[src/rtl/oqpsk_pkg.sv]
// Shared constants and helpers for the OQPSK modulator: mode encoding,
// bit-to-sign mapping and pulse-table index sizing.
package oqpsk_pkg;

  localparam logic [1:0] MODE_RECT = 2'd0;
  localparam logic [1:0] MODE_HSIN = 2'd1;
  localparam logic [1:0] MODE_RCW  = 2'd2;

  // Bit value that maps to the positive pulse polarity.
  localparam logic BIT_POS = 1'b1;

  // Checked-in base tables cover one half-symbol in 16 entries.
  localparam int BASE_IDX_W = 4;

  // Index width into a half-symbol of an SPS-sample pulse (pulses are symmetric).
  function automatic int tbl_idx_w(input int sps);
    return $clog2(sps) - 1;
  endfunction

endpackage

[src/rtl/oqpsk_pulse_rom.sv]
// Combinational pulse-shape lookup: (mode, phase) -> unsigned amplitude <= MAX.
// Tables are the team-script output for SPS=32, OUT_W=12; other sizes resample/rescale them.
module oqpsk_pulse_rom
  import oqpsk_pkg::*;
#(
  parameter int OUT_W = 12,
  parameter int SPS   = 32,
  parameter int PH_W  = $clog2(SPS)
) (
  input  logic [1:0]       mode,
  input  logic [PH_W-1:0]  phase,
  output logic [OUT_W-2:0] amp
);

  localparam int HW = tbl_idx_w(SPS);

  logic [HW-1:0]         k_half;
  logic [BASE_IDX_W-1:0] base_idx;
  logic [10:0]           base_amp;
  logic [OUT_W-2:0]      scaled;

  function automatic logic [10:0] hsin_lut(input logic [3:0] i);
    case (i)
      4'd0:  return 11'd100;
      4'd1:  return 11'd300;
      4'd2:  return 11'd497;
      4'd3:  return 11'd690;
      4'd4:  return 11'd875;
      4'd5:  return 11'd1052;
      4'd6:  return 11'd1219;
      4'd7:  return 11'd1375;
      4'd8:  return 11'd1517;
      4'd9:  return 11'd1644;
      4'd10: return 11'd1756;
      4'd11: return 11'd1850;
      4'd12: return 11'd1927;
      4'd13: return 11'd1986;
      4'd14: return 11'd2025;
      default: return 11'd2045;
    endcase
  endfunction

  function automatic logic [10:0] rcw_lut(input logic [3:0] i);
    case (i)
      4'd0:  return 11'd5;
      4'd1:  return 11'd44;
      4'd2:  return 11'd121;
      4'd3:  return 11'd232;
      4'd4:  return 11'd374;
      4'd5:  return 11'd541;
      4'd6:  return 11'd726;
      4'd7:  return 11'd923;
      4'd8:  return 11'd1124;
      4'd9:  return 11'd1321;
      4'd10: return 11'd1506;
      4'd11: return 11'd1673;
      4'd12: return 11'd1815;
      4'd13: return 11'd1926;
      4'd14: return 11'd2003;
      default: return 11'd2042;
    endcase
  endfunction

  // Second half of the symbol mirrors the first.
  assign k_half = phase[PH_W-1] ? ~phase[HW-1:0] : phase[HW-1:0];

  generate
    if (HW >= BASE_IDX_W) begin : g_idx_dec
      assign base_idx = k_half[HW-1 -: BASE_IDX_W];
    end else begin : g_idx_exp
      assign base_idx = {k_half, {(BASE_IDX_W-HW){1'b0}}};
    end

    if (OUT_W == 12) begin : g_amp_eq
      assign scaled = base_amp;
    end else if (OUT_W > 12) begin : g_amp_up
      assign scaled = {base_amp, {(OUT_W-12){1'b0}}};
    end else begin : g_amp_dn
      assign scaled = base_amp[10 -: (OUT_W-1)];
    end
  endgenerate

  always_comb begin
    base_amp = 11'h7ff;
    amp      = {(OUT_W-1){1'b1}};
    case (mode)
      MODE_HSIN: begin
        base_amp = hsin_lut(base_idx);
        amp      = scaled;
      end
      MODE_RCW: begin
        base_amp = rcw_lut(base_idx);
        amp      = scaled;
      end
      MODE_RECT: amp = {(OUT_W-1){1'b1}};
      default:   amp = {(OUT_W-1){1'b1}};
    endcase
  end

endmodule

[src/rtl/oqpsk_shaper.sv]
// OQPSK baseband modulator: bit FIFO, phase counter, I/Q rail registers with
// half-symbol Q offset, per-rail pulse shaping and registered I/Q outputs.
module oqpsk_shaper
  import oqpsk_pkg::*;
#(
  parameter int OUT_W = 12,
  parameter int SPS   = 32,
  parameter int PH_W  = $clog2(SPS),
  parameter int DEPTH = 4
) (
  input  logic                    CLK,
  input  logic                    RST,
  input  logic                    EN,
  input  logic                    SMP_EN,
  input  logic [1:0]              MODE,
  input  logic                    BIT_IN,
  input  logic                    BIT_VALID,
  output logic                    BIT_READY,
  output logic signed [OUT_W-1:0] I_OUT,
  output logic signed [OUT_W-1:0] Q_OUT,
  output logic [PH_W-1:0]         PHASE,
  output logic                    SMP_VALID,
  output logic                    UNDERRUN
);

  localparam int AW = (DEPTH > 1) ? $clog2(DEPTH) : 1;
  localparam int CW = $clog2(DEPTH) + 1;
  localparam logic [CW-1:0]   FULL = CW'(DEPTH);
  localparam logic [PH_W-1:0] HALF = PH_W'(SPS / 2);

  logic              fifo_mem_q [DEPTH];
  logic [AW-1:0]     wr_ptr_q, wr_ptr_d, rd_ptr_q, rd_ptr_d;
  logic [CW-1:0]     count_q, count_d;
  logic              ready_q, ready_d;
  logic [PH_W-1:0]   cnt_q, cnt_d, q_phase;
  logic              i_bit_q, i_bit_d, q_bit_q, q_bit_d;
  logic              i_idle_q, i_idle_d, q_idle_q, q_idle_d;
  logic [1:0]        i_mode_q, i_mode_d, q_mode_q, q_mode_d;
  logic signed [OUT_W-1:0] i_out_q, i_out_d, q_out_q, q_out_d;
  logic [PH_W-1:0]   phase_q, phase_d;
  logic              smp_valid_q, smp_valid_d, underrun_q, underrun_d;

  logic              step, fifo_empty, i_load, q_load, push, pop, head;
  logic [OUT_W-2:0]  i_amp, q_amp;

  function automatic logic signed [OUT_W-1:0] map_sample(input logic idle, input logic b,
                                                         input logic [OUT_W-2:0] amp);
    logic signed [OUT_W-1:0] mag;
    mag = signed'({1'b0, amp});
    if (idle) return '0;
    return (b == BIT_POS) ? mag : -mag;
  endfunction

  assign q_phase = cnt_q ^ HALF;

  oqpsk_pulse_rom #(.OUT_W(OUT_W), .SPS(SPS), .PH_W(PH_W)) u_rom_i (
    .mode (i_mode_d),
    .phase(cnt_q),
    .amp  (i_amp)
  );

  oqpsk_pulse_rom #(.OUT_W(OUT_W), .SPS(SPS), .PH_W(PH_W)) u_rom_q (
    .mode (q_mode_d),
    .phase(q_phase),
    .amp  (q_amp)
  );

  always_comb begin
    step       = SMP_EN & EN;
    fifo_empty = (count_q == '0);
    i_load     = step && (cnt_q == '0);
    q_load     = step && (cnt_q == HALF);
    push       = BIT_VALID & ready_q;
    // Empty is judged on the registered count, so a same-cycle push never bypasses.
    pop        = (i_load | q_load) & ~fifo_empty;
    head       = fifo_mem_q[rd_ptr_q];

    wr_ptr_d = push ? wr_ptr_q + AW'(1) : wr_ptr_q;
    rd_ptr_d = pop  ? rd_ptr_q + AW'(1) : rd_ptr_q;
    case ({push, pop})
      2'b10:   count_d = count_q + CW'(1);
      2'b01:   count_d = count_q - CW'(1);
      default: count_d = count_q;
    endcase
    ready_d = (count_d != FULL);

    i_bit_d  = i_bit_q;
    q_bit_d  = q_bit_q;
    i_idle_d = i_idle_q;
    q_idle_d = q_idle_q;
    i_mode_d = i_mode_q;
    q_mode_d = q_mode_q;
    if (!EN) begin
      i_idle_d = 1'b1;
      q_idle_d = 1'b1;
    end else if (i_load) begin
      i_bit_d  = head;
      i_idle_d = fifo_empty;
      i_mode_d = MODE;
    end else if (q_load) begin
      q_bit_d  = head;
      q_idle_d = fifo_empty;
      q_mode_d = MODE;
    end

    cnt_d = cnt_q;
    if (!EN)       cnt_d = '0;
    else if (step) cnt_d = cnt_q + PH_W'(1);

    i_out_d     = i_out_q;
    q_out_d     = q_out_q;
    phase_d     = phase_q;
    smp_valid_d = step;
    underrun_d  = (i_load | q_load) & fifo_empty;
    if (!EN) begin
      i_out_d = '0;
      q_out_d = '0;
      phase_d = '0;
    end else if (step) begin
      i_out_d = map_sample(i_idle_d, i_bit_d, i_amp);
      q_out_d = map_sample(q_idle_d, q_bit_d, q_amp);
      phase_d = cnt_q;
    end
  end

  always_ff @(posedge CLK) begin
    if (push) fifo_mem_q[wr_ptr_q] <= BIT_IN;
    i_bit_q <= i_bit_d;
    q_bit_q <= q_bit_d;
  end

  always_ff @(posedge CLK) begin
    if (RST) begin
      wr_ptr_q    <= '0;
      rd_ptr_q    <= '0;
      count_q     <= '0;
      ready_q     <= 1'b1;
      cnt_q       <= '0;
      i_idle_q    <= 1'b1;
      q_idle_q    <= 1'b1;
      i_mode_q    <= MODE_RECT;
      q_mode_q    <= MODE_RECT;
      i_out_q     <= '0;
      q_out_q     <= '0;
      phase_q     <= '0;
      smp_valid_q <= 1'b0;
      underrun_q  <= 1'b0;
    end else begin
      wr_ptr_q    <= wr_ptr_d;
      rd_ptr_q    <= rd_ptr_d;
      count_q     <= count_d;
      ready_q     <= ready_d;
      cnt_q       <= cnt_d;
      i_idle_q    <= i_idle_d;
      q_idle_q    <= q_idle_d;
      i_mode_q    <= i_mode_d;
      q_mode_q    <= q_mode_d;
      i_out_q     <= i_out_d;
      q_out_q     <= q_out_d;
      phase_q     <= phase_d;
      smp_valid_q <= smp_valid_d;
      underrun_q  <= underrun_d;
    end
  end

  assign BIT_READY = ready_q;
  assign I_OUT     = i_out_q;
  assign Q_OUT     = q_out_q;
  assign PHASE     = phase_q;
  assign SMP_VALID = smp_valid_q;
  assign UNDERRUN  = underrun_q;

endmodule

[config.mk]
export PLATFORM = sky130hd
export DESIGN_NAME = oqpsk_shaper
export DESIGN_NICKNAME = d
export VERILOG_FILES = /design/src/rtl/oqpsk_pkg.sv /design/src/rtl/oqpsk_pulse_rom.sv /design/src/rtl/oqpsk_shaper.sv
export SDC_FILE = /design/constraint.sdc
export NUM_CORES = 1
export LEC_CHECK = 0
export CORE_ASPECT_RATIO = 0.75
export CORE_MARGIN = 2
export CORE_UTILIZATION = 40
export DETAILED_ROUTE_END_ITERATION = 16
export DONT_BUFFER_PORTS = 1
export PLACE_DENSITY = 0.54
export SLEW_MARGIN = 10
export SYNTH_ARGS = -nofsm -noshare
export SYNTH_HDL_FRONTEND = slang
export SYNTH_HIERARCHICAL = 1
export SYNTH_SLANG_ARGS = --single-unit
[constraint.sdc]
create_clock -name CLK -period 5.2 [get_ports CLK]
set_input_delay 0.26 -clock CLK [delete_from_list [all_inputs] [get_ports CLK]]
set_output_delay 0.26 -clock CLK [all_outputs]
set_load 0.02 [all_outputs]
==> results.md <==
- Status: finished clean
- Final setup violation count: 0
- RSZ-0062 raised after global routing: no
- Resize count post-CTS: 0
- Maximum fanout along the worst path: 22
- Slowest stage delay, CP: ~0.66 ns
- Worst r2r dst: I_OUT[7]
- FF-to-FF Start: cnt_q[0]
- WS Path Type: flop to flop
- Die span in x: roughly 130 um
- Slew Limit Fails: 0
- Largest cells by area after synthesis: dfxtp_1, ha_1, nand2_1, xor2_1, nor2_1
- # IOs: 40
- Placed Cells: ~770
- First-pass GRT wire length: 22100 um
- Most frequent cells in the layout: nand2_1, dfxtp_1, nor2_1
- Cts bufs inserted: 9
- Crit path to: I_OUT[7]
- Delay-heaviest family, CP: simple AND/OR/NAND/NOR gates
- Fmax achieved: about 220 MHz
- Worst endpoint required time: 5.39 ns
- Worst Setup Start Kind: flop
- DR DRC count: 0
- Switch share: 25.3%
- Maximum vdd drop: between 0.15 and 0.2 mV
- Reg clk slew, reported paths: 0.05 ns
- Sw power: 0.000343 W
- Hold crit path type: input pin to flop
- Total die area: roughly 13000 sq um
- Drt first-iter violations: 350
- Worst hold slack: 0.0167 ns
- Reg2reg path depth: 15
- Worst Hold Depth: 1
- Worst path slowest cell: ha_1
- R2r setup slk: slightly below 0.7 ns
- PwrDens: 253 nW/um^2
- Final Non-Filler Cells: between 700 and 800
- Root Buffer: clkbuf_16
- H-tree depth: 3
- Final Core Density: 43.8%
- Total Power: 0.00135 W
- Port Buffers: 0
- Final Skew: 0.00703 ns
- Synthesized area: roughly 5000 sq um
- Area growth from synthesis to layout: 7.20%
- Core box area: 12200 sq um
- Mapped Cells: 636
- TritonCTS clock tree: built
- Post-layout min period: 4.52 ns
- Distinct cell type count after synthesis: between 60 and 70
- Die span in y: between 100 and 150 um
- Clock sinks: 58
- Clock Power Share: 49.6%
- Vias per cell: between 5 and 6
- Arrival time worst endpoint: about 4.7 ns
- Largest area contributor in the netlist: dfxtp_1
- Max-cap violations: 0
- Largest net degree at the start of global routing: 84
- Worst rel slew slack: about 45%
- Worst Setup End Kind: flop
- Commonest non-fill, non-tap cell in the layout: nand2_1
- Synthesized area per cell: 7.84 sq um
- Seq/Total Area, Yosys: 24.1%
- Drt wl/cell: between 15 and 20 um
- Drt pass-1 iters: 5
- Diodes inserted: 0
- Number of synthesized register bits: 58
- Period utilisation layout: about 87%
- Initial Utilization: 40.8%
- Leakage power figure: around 2.0 nW
- Endpoints failing hold: 0
- Vias: 4568
- Critical-path cell list: inv_1, ha_1, or3b_1, nor3_4, mux2_2, inv_1, ha_1, nor2b_1, o21ai_0, o31a_1, nor4_1, nand3b_1, nand3_1, xor2_1, o21ai_0
- Row count: 35
- CP startpoint: cnt_q[0]
- Async S/R FF share, synth: 0%
- Detailed Place HPWL: 9610 um
- Post-synth EDFFs: 4
- Final WL: approximately 14000 um
- Number of global-route vias before repair: 4310
- GRT Total Usage: 20.5%
- Synthesis Warnings: 6
- Logic pwr share: approximately 14%
- Fraction of layout cells with a size suffix above 1: 8.41%
- Setup tns final: 0 ns
- Synth Flop Type: dfxtp_1
- Gpl congestion: 0.960
- Antenna violations before repair: 0
- Final ANT Viol Nets: 0
- Total Nets Final: around 650
- Grt ovf: 0
- Crit path depth: 15
- Worst Path Buf+Inv: 2
- Worst-Skew Late Latency: 0.33 ns
- Post-Synthesis Net Count: roughly 670
- Worst Max-Slew Pin Slew: 0.822 ns
- Sequential share of power: 35.9%
- Internal power: between 0.001 and 0.0015 W
- Share of Yosys cell area claimed by the top area cell type: a little over a fifth
- CTS max path bufs: 2
==> power by group through the flow <==
stage / logic (W) / registers, W / clock network, W
after floorplan: 0.000154 / 0.000492 / 0
after global placement: 0.000188 / 0.000494 / 0
after global routing: 0.000220 / 0.000488 / 0.000709
after CTS: 0.000197 / 0.000486 / 0.000687
final: 0.000197 / 0.000486 / 0.000671
after detailed placement: 0.000193 / 0.000495 / 0
==> what timing repair did <==
item,in CTS,in global routing
hold buffers,1,0
endpoints found under the hold margin,11,0
setup buffers,0,0
==> cells by family after synthesis <==
| kind of cell | share of synthesized area [%] |
|---|---|
| fa+ha+maj | 7.67 |
| flops | 24.1 |
| xor+xnor | 7.73 |
| compound gates | 23.0 |
| buf+inv | 8.15 |
| simple gates | 23.9 |
| mux | 5.54 |
==> per-stage QoR <==
step / setup slack [ns] / area [sq um]
6_report: 0.681 / 5350
5_1_grt: 0.265 / 5350
4_1_cts: 0.687 / 5350
3_5_place_dp: 0.682 / 4990
3_3_place_gp: 0.765 / 4990
2_1_floorplan: 1.36 / 4990
==> Yosys cell counts (16+ instances only) <==
cell type,number
nand2_1,63
nor2_1,51
xnor2_1,17
inv_1,35
ha_1,29
xor2_1,27
o21ai_0,37
buf_2,20
mux2i_1,16
a21oi_1,36
dfxtp_1,54
nand3_1,32
nor3_1,16
==> registers in the layout, summed over array words and instances (netlist names), 2 cells and up, named ones only <==
signal / count
cnt_q: 5
q_mode_q: 2
count_q: 3
Q_OUT: 12
fifo_mem_q: 4
I_OUT: 12
rd_ptr_q: 2
PHASE: 5
i_mode_q: 2
wr_ptr_q: 2
==> how the worst min path moves through the flow <==
| stage | from | end | slack (ns) |
|---|---|---|---|
| 2_1_floorplan | RST | i_mode_q[0] | 0.33 |
| 3_3_place_gp | RST | wr_ptr_q[1] | 0.33 |
| 3_5_place_dp | RST | wr_ptr_q[1] | 0.33 |
| 4_1_cts | RST | rd_ptr_q[1] | 0.006 |
| 5_1_grt | RST | flop | 0.009 |
| 6_report | RST | flop | 0.02 |
==> worst register-to-register path: cells and delay by family, from the launching register on <==
kind	cells	cell delay, ns
compound gates	3	0.61
xor+xnor	1	0.15
fa+ha+maj	2	0.80
buf+inv	2	0.11
flops	1	0.30
mux	1	0.37
simple gates	6	2.05
==> routing by layer <==
metal	GRT usage, %	vias up	wire (um)
met5	0	-	0
met1	27.5	2184	6470
met4	4.30	0	148
li1	-	2231	-
met2	33.4	141	6010
met3	5.38	12	864
==> layout make-up <==
type | instances | area [sq um]
well taps | 166 | 208
multi-input cells | 497 | 3380
repair buffers | 9 | 70.1
clock buffers | 9 | 225
inverters | 38 | 143
flip-flops and latches | 58 | 1200
clock inverters | 7 | 118
fillers | 1248 | 6870
Note: power is estimated with default switching activity, not from simulation.
